==> config.mk <==
export PLATFORM = sky130hd
export DESIGN_NAME = mult_div_unit
export DESIGN_NICKNAME = d
export VERILOG_FILES = /design/src/rtl/mult_div_unit.sv
export SDC_FILE = /design/constraint.sdc
export NUM_CORES = 1
export LEC_CHECK = 0
export BUFFER_PORTS_ARGS = -buffer_cell sky130_fd_sc_hd__buf_4
export CORE_MARGIN = 5
export CORE_UTILIZATION = 40
export DETAILED_ROUTE_END_ITERATION = 8
export REMOVE_ABC_BUFFERS = 1
export SLEW_MARGIN = 20
export SYNTH_ARGS = -nofsm -noshare
export SYNTH_HDL_FRONTEND = slang
export SYNTH_SLANG_ARGS = --single-unit
==> constraint.sdc <==
create_clock -name Clk -period 5.7 [get_ports Clk]
set_clock_uncertainty 0.15 [all_clocks]
set_input_delay 0.57 -clock Clk [delete_from_list [all_inputs] [get_ports Clk]]
set_output_delay 0.57 -clock Clk [all_outputs]
set_load 0.03 [all_outputs]
==> src/rtl/mult_div_unit.sv <==
// mult_div_unit: WIDTH-parametrised radix-2 multiply / restoring divide unit.
// Revision 1.0 - initial release.
`default_nettype none

module mult_div_unit #(
  parameter int WIDTH = 32
) (
  input  logic                         Clk,
  input  logic                         reset_n,
  input  logic                         start,
  input  logic [1:0]                   op,
  input  logic [WIDTH-1:0]             lhs,
  input  logic [WIDTH-1:0]             rhs,
  output logic                         busy,
  output logic                         done,
  output logic [WIDTH-1:0]             hi,
  output logic [WIDTH-1:0]             lo,
  output logic                         div_zero,
  output logic [$clog2(WIDTH+1)-1:0]   counter
);

  localparam int CW = $clog2(WIDTH + 1);
  localparam int W2 = 2 * WIDTH;

  typedef enum logic [1:0] {
    S_IDLE = 2'd0,
    S_RUN  = 2'd1,
    S_FIX  = 2'd2
  } state_t;

  state_t           state_q, state_d;
  logic             is_div_q, is_div_d;
  logic             neg_lo_q, neg_lo_d;
  logic             neg_hi_q, neg_hi_d;
  logic             dz_op_q, dz_op_d;
  logic [W2-1:0]    acc_q, acc_d;
  logic [WIDTH-1:0] opnd_q, opnd_d;
  logic [CW-1:0]    cnt_q, cnt_d;
  logic [WIDTH-1:0] hi_q, hi_d;
  logic [WIDTH-1:0] lo_q, lo_d;
  logic             dz_q, dz_d;
  logic             done_q, done_d;

  // op[0]=0 selects the signed variants; operands enter the datapath as magnitudes.
  logic             lhs_neg, rhs_neg;
  logic [WIDTH-1:0] lhs_mag, rhs_mag;
  assign lhs_neg = ~op[0] & lhs[WIDTH-1];
  assign rhs_neg = ~op[0] & rhs[WIDTH-1];
  assign lhs_mag = lhs_neg ? -lhs : lhs;
  assign rhs_mag = rhs_neg ? -rhs : rhs;

  // Shift-add step: multiplier sits in the low half and is consumed from bit 0.
  logic [WIDTH:0]   mul_sum;
  logic [W2-1:0]    mul_next;
  assign mul_sum  = {1'b0, acc_q[W2-1:WIDTH]} + (acc_q[0] ? {1'b0, opnd_q} : '0);
  assign mul_next = {mul_sum, acc_q[WIDTH-1:1]};

  // Restoring step: partial remainder in the upper half, quotient bits shift in at bit 0.
  logic [WIDTH:0]   rem_sh;
  logic [WIDTH-1:0] rem_diff, rem_new;
  logic             q_bit;
  logic [W2-1:0]    div_next;
  assign rem_sh   = acc_q[W2-1:WIDTH-1];
  assign q_bit    = (rem_sh >= {1'b0, opnd_q});
  assign rem_diff = rem_sh[WIDTH-1:0] - opnd_q;
  assign rem_new  = q_bit ? rem_diff : rem_sh[WIDTH-1:0];
  assign div_next = {rem_new, acc_q[WIDTH-2:0], q_bit};

  logic [W2-1:0]    prod_fix;
  logic [WIDTH-1:0] quo_fix, rem_fix;
  assign prod_fix = neg_lo_q ? -acc_q : acc_q;
  // A zero divisor yields an all-ones quotient that must not be sign-corrected.
  assign quo_fix  = (neg_lo_q & ~dz_op_q) ? -acc_q[WIDTH-1:0] : acc_q[WIDTH-1:0];
  assign rem_fix  = neg_hi_q ? -acc_q[W2-1:WIDTH] : acc_q[W2-1:WIDTH];

  always_ff @(posedge Clk or negedge reset_n) begin
    if (!reset_n) begin
      state_q  <= S_IDLE;
      is_div_q <= 1'b0;
      neg_lo_q <= 1'b0;
      neg_hi_q <= 1'b0;
      dz_op_q  <= 1'b0;
      acc_q    <= '0;
      opnd_q   <= '0;
      cnt_q    <= '0;
      hi_q     <= '0;
      lo_q     <= '0;
      dz_q     <= 1'b0;
      done_q   <= 1'b0;
    end else begin
      state_q  <= state_d;
      is_div_q <= is_div_d;
      neg_lo_q <= neg_lo_d;
      neg_hi_q <= neg_hi_d;
      dz_op_q  <= dz_op_d;
      acc_q    <= acc_d;
      opnd_q   <= opnd_d;
      cnt_q    <= cnt_d;
      hi_q     <= hi_d;
      lo_q     <= lo_d;
      dz_q     <= dz_d;
      done_q   <= done_d;
    end
  end

  always_comb begin
    state_d  = state_q;
    is_div_d = is_div_q;
    neg_lo_d = neg_lo_q;
    neg_hi_d = neg_hi_q;
    dz_op_d  = dz_op_q;
    acc_d    = acc_q;
    opnd_d   = opnd_q;
    cnt_d    = cnt_q;
    hi_d     = hi_q;
    lo_d     = lo_q;
    dz_d     = dz_q;
    done_d   = 1'b0;

    case (state_q)
      S_IDLE: begin
        if (start) begin
          is_div_d = op[1];
          neg_lo_d = lhs_neg ^ rhs_neg;
          neg_hi_d = op[1] & lhs_neg;
          dz_op_d  = op[1] & (rhs == '0);
          acc_d    = {{WIDTH{1'b0}}, (op[1] ? lhs_mag : rhs_mag)};
          opnd_d   = op[1] ? rhs_mag : lhs_mag;
          cnt_d    = '0;
          state_d  = S_RUN;
        end
      end
      S_RUN: begin
        acc_d = is_div_q ? div_next : mul_next;
        if (cnt_q == CW'(WIDTH - 1)) begin
          cnt_d   = '0;
          state_d = S_FIX;
        end else begin
          cnt_d = cnt_q + CW'(1);
        end
      end
      S_FIX: begin
        if (is_div_q) begin
          hi_d = rem_fix;
          lo_d = quo_fix;
        end else begin
          hi_d = prod_fix[W2-1:WIDTH];
          lo_d = prod_fix[WIDTH-1:0];
        end
        dz_d    = dz_op_q;
        done_d  = 1'b1;
        state_d = S_IDLE;
      end
      default: state_d = S_IDLE;
    endcase
  end

  assign busy     = (state_q != S_IDLE);
  assign done     = done_q;
  assign hi       = hi_q;
  assign lo       = lo_q;
  assign div_zero = dz_q;
  assign counter  = cnt_q;

endmodule

`default_nettype wire

Yosys cells after proc, flatten, opt, wreduce, memory -nomap -nowiden
Index checks and enable logic that the tools add are counted.

Add/subtract/negate cells: 8. Multiply operators: 0. Div/mod/pow operators: 0. Order comparisons: 1. Equality and inequality tests: 5. Shift-type cells: 0. Mux-type cells: 21. Bitwise gates (word level): 8. Reductions and logical operators: 7.

Operators with widths (number): 32-bit 2-to-1 mux (10); 64-bit 2-to-1 mux (3); 32-bit negation (4); 64-bit case mux with 2 select lines (1); 64-bit negation (1); 32-bit by 32-bit adder with 33-bit output (1); 33-bit by 32-bit greater-or-equal comparator with 1-bit output (1); 32-bit zero test (1); 32-bit subtractor (1); 6-bit 2-to-1 mux (2); 6-bit case mux with 2 select lines (1); 6-bit by 1-bit adder with 6-bit output (second input constant) (1); 6-bit by 5-bit equality test with 1-bit output (second input constant) (1); 2-bit AND reduction (3); 1-bit AND (5); 2-bit 2-to-1 mux (2); 2-bit != test (second input constant) (2); 2-bit case mux with 2 select lines (1); 2-bit nonzero test (2); 2-bit by 1-bit equality test with 1-bit output (second input constant) (1); 2-bit equality test (second input constant) (1); 2-bit zero test (1); 1-bit NOT (2); 1-bit 2-to-1 mux (1); 1-bit XOR (1).

Flip-flop bits (word level): 174. Latch bits: 0. RAM bits: 0. Bits in read-only memories: 0. Input port bits: 69. Output and inout port bits: 73. Word-level logic and storage cells: 62. Memories: 0.

Logic depth before layout (Yosys ltp)
Word-level depth: 6. Depth in mapped cells: 15. Mapped depth without buffers: 14.

Worst setup path before layout
OpenSTA, ideal clock, no wires.

Path type: flip-flop to flip-flop. Start: register acc_q[0]. End: register acc_q[60]. Data arrival time: 3.118 ns. Required time: 5.430 ns. Setup slack: 2.312 ns. Stages on the path, launching flop included: 15. Path buffers: 1. Clock period less this slack: 3.388 ns. Path through: dfrtp_1 > inv_1 > clkbuf_1 > nor2_1 > ha_1 > o21ai_0 > nor2_1 > o31ai_1 > o311ai_0 > nand4_1 > a21oi_1 > a221oi_1 > xor2_1 > o221ai_1 > a31o_1.

Cells in the longest elaborated chain, start to end: 4.

Ends and longest elaborated chain: start: declaration (line 36) `logic [W2-1:0] acc_q, acc_d;`; start signal: assignment (line 83) `acc_q <= '0;`; start signal: assignment (line 96) `acc_q <= acc_d;`; 32-bit 2-to-1 mux (line 55) `assign mul_sum = {1'b0, acc_q[W2-1:WIDTH]} + (acc_q[0] ? {1'b0, opnd_q} : '0);`; 32-bit by 32-bit adder with 33-bit output (line 55); 64-bit 2-to-1 mux (line 134) `acc_d = is_div_q ? div_next : mul_next;`; 64-bit case mux with 2 select lines (line 120) `case (state_q)`.

Every way passes these cells. A chain may end at the register's enable or synchronous reset.

Final worst setup path
Start: register acc_q[45]. End: register acc_q[38].

Cells in the longest elaborated chain, start to end: 4.

Ends and longest elaborated chain: 33-bit by 32-bit greater-or-equal comparator with 1-bit output (line 64) `assign q_bit = (rem_sh >= {1'b0, opnd_q});`; 32-bit 2-to-1 mux (line 66) `assign rem_new = q_bit ? rem_diff : rem_sh[WIDTH-1:0];`; 64-bit 2-to-1 mux (line 134); 64-bit case mux with 2 select lines (line 120).

Every way passes these cells.

==> metrics.json <==
{
  "cp_max_fo": 28,
  "finalHoldWorstSlack_ps": 10.63,
  "num_io_pins": 142,
  "slew_headroom": 0.2927,
  "detail_routed_via_count_per_cell": 5.795,
  "antenna_viol_nets_final": 0,
  "overflow": 0,
  "avgRoutedWirePerCell_um": 19.83,
  "floorplan.die_area_sq_um": 39740,
  "worst-endpoint-required_ps": 5840,
  "drt-total-wl_mm": 46.63,
  "number_of_buffers_inserted_by_port_buffering": 141,
  "ctsLongestPathBuffers": 2,
  "num-fill-cells": 3515,
  "tns_ps": 0,
  "synth_cells": 1812,
  "floorplan.core_area_sq_um": 35480,
  "min_period_ps": 4381,
  "antenna_found_initial": 0,
  "cts-hold-fix-buffers": 0,
  "timing_hold_violations_final": 0,
  "area_growth_from_synthesis_to_layout_pct": 13.34,
  "cts_buffers": 17,
  "timing.setup.critical_path_class": "reg -> reg",
  "clock_sink_count": 174,
  "dominantRegCellSynth": "dfrtp_1",
  "grtUsageTotal": 0.2336,
  "post-dp-hpwl_mm": 35.21,
  "cp_data_arrival_time_ps": 4520,
  "ctsRootBufferMaster": "clkbuf_16",
  "via_count": 13625,
  "syn-mean-instance-area_sq_um": 7.915,
  "floorplan.initialDensity": 0.4042,
  "detail_route.drc_violations": 0,
  "ys_async_sr_fraction": 1.000,
  "grt_max_degree": 87,
  "num-nets-final": 2018,
  "power_w": 0.008949,
  "hold_path_class": "in -> async",
  "final_util": 0.4581,
  "finalWeightedCongestion": 0.9454,
  "max_clock_freq_ghz": 0.2283,
  "layout-drive-gt1-share": 0.1159,
  "p_leak_nw": 7.146,
  "final-max-slew-violation-count": 0,
  "p_per_area_nw_per_um2": 550.5,
  "first_global_vias": 13028,
  "core.rowCount": 69,
  "drv.max_cap_violation_count": 0,
  "grt_first_pass_wirelength_mm": 73.65,
  "insertion_delay_ps": 460,
  "width_of_the_die_um": 199.4,
  "worstSetupStartpointType": "flip-flop",
  "path_clk_slew_ps": 80,
  "crit_share_post_route": 0.7686,
  "report.final.setup_viol": 0,
  "synth-warning-count": 0,
  "count_of_flip_flops_with_a_built_in_enable_after_synthesis": 0,
  "cts_max_level": 4,
  "synth-seq-area-share": 0.3036,
  "drt_pass1_iterations": 6,
  "max_slew.worst_pin.slew_ps": 1056,
  "netlist_area_sq_um": 14340,
  "tritoncts": "yes",
  "vdd_drop_max_mv": 0.2963,
  "timing.critical_path.to_type": "flip-flop",
  "total_setup_buffers_inserted_after_cts": 0,
  "postLayoutSetupSlackWorst_ps": 1319,
  "postCtsResizedCells": 0,
  "num_antenna_cells": 0,
  "rsz0062_at_grt": "no",
  "ys_seq_elements": 174,
  "die-height_um": 199.4,
  "outcome": "completed",
  "pre_cts_slack_ps": 1316,
  "yosys_cell_types": 76,
  "dr.first_iter.drc_count": 1190
}
==> final timing paths <==
kind	cells past startpoint	startpoint	end	slack, ps
hold reg to reg	2	hi[9]	hi[9]	330
setup reg to reg	10	acc_q[45]	acc_q[38]	1320
min in group Clk	2	op[0]	neg_lo_q	230
setup / recovery	10	acc_q[45]	acc_q[38]	1320
max in group asynchronous	2	reset_n	acc_q[6]	4200
hold / removal	1	reset_n	hi[31]	10
==> metal layers <==
layer	track usage	routed length (um)	part of all wire	vias up
met1	0.3369	22030	0.47	6458
li1	-	-	-	6634
met4	0.05233	789	0.017	0
met3	0.04266	3047	0.065	53
met5	0	0	0	-
met2	0.3670	20760	0.45	480
==> registers in the layout (all words and copies together), names as in the netlist <==
| name | cells |
|---|---|
| acc_q | 64 |
| dz_op_q | 1 |
| is_div_q | 1 |
| hi | 32 |
| neg_lo_q | 1 |
| counter | 6 |
| lo | 32 |
| state_q | 2 |
| opnd_q | 32 |
| neg_hi_q | 1 |
| div_zero | 1 |
| done | 1 |
==> where the power goes <==
part           total, W  internal (W)  switching [W]
Clock           0.00117      0.000605       0.000560
Sequential      0.00223       0.00158       0.000651
Combinational   0.00555       0.00231        0.00324
Total           0.00895       0.00449        0.00446
==> final cells by class <==
cell class              instances  area [sq um]  share of cell area
well taps                     461         576.8             0.03548
repair buffers                160          1217             0.07489
clock inverters                12         113.9            0.007004
inverters                      67         251.5             0.01547
flip-flops and latches        174          4355              0.2679
multi-input cells            1458          9308              0.5726
clock buffers                  19         432.9             0.02663
==> critical path, cell delays in order (launching register included) <==
cell and delay, ps:
dfrtp_1 520, ha_1 480, nand4_1 150, or2_1 290, o41ai_4 460, and4b_1 330, o221ai_2 200, o211ai_4 880
buf_4 390, mux2i_1 210, o21ai_0 100
==> cell usage after synthesis (all sizes together) (21+ instances only) <==
cell      n  area, sq um
nor3     38        201.5
nand2b   21        131.4
nand3    49        245.2
clkbuf   96        360.4
ha       69        863.3
o221ai   29        260.3
a21oi   136        684.4
dfrtp   174         4354
nor2    130        488.0
o211ai   21        171.4
xor2     82        718.2
inv      67        251.5
nor4     23        181.4
o31ai    21        157.7
a31oi    21        131.4
mux2i    58        580.6
xnor2    93        814.5
nand2   234        878.3
a21o     32        240.2
o21ai   217         1086
==> layout by cell type (no fill, tap or decap), types with 4 or more instances in the layout <==
master	n
a211oi_1	10
a21o_1	32
a21oi_1	134
a221oi_1	4
a22oi_1	20
a31oi_1	21
a32oi_1	4
and2_1	9
and3_1	9
buf_4	158
clkbuf_16	17
clkinv_2	4
dfrtp_1	173
ha_1	69
inv_1	67
mux2i_1	58
nand2_1	233
nand2b_1	19
nand3_1	49
nand4_1	9
nor2_1	129
nor2b_1	11
nor3_1	37
nor4_1	17
nor4_2	6
o211ai_1	20
o21a_1	10
o21ai_0	205
o21ai_1	12
o21bai_1	11
o221ai_1	28
o22ai_1	5
o31ai_1	21
o41ai_1	10
or2_2	5
or3_1	15
or4_1	8
xnor2_1	93
xor2_1	82
==> through the flow <==
step,std cells,instance area (sq um)
after global routing,2351,16260
after floorplan,1699,13890
after CTS,2351,16250
after global placement,2319,15690
after detailed placement,2320,15710
final,2351,16260
==> logic make-up after synthesis <==
kind of cell             after synthesis  share of synthesized area
XOR/XNOR                             175                     0.1069
AO/OA/AOI/OAI                        579                     0.2493
adder cells (fa/ha/maj)               71                    0.06299
flip-flops                           174                     0.3036
AND/OR/NAND/NOR                      574                     0.1869
multiplexers                          59                    0.04126
buffers and inverters                180                    0.04911
(Power assumes the default switching activity.)
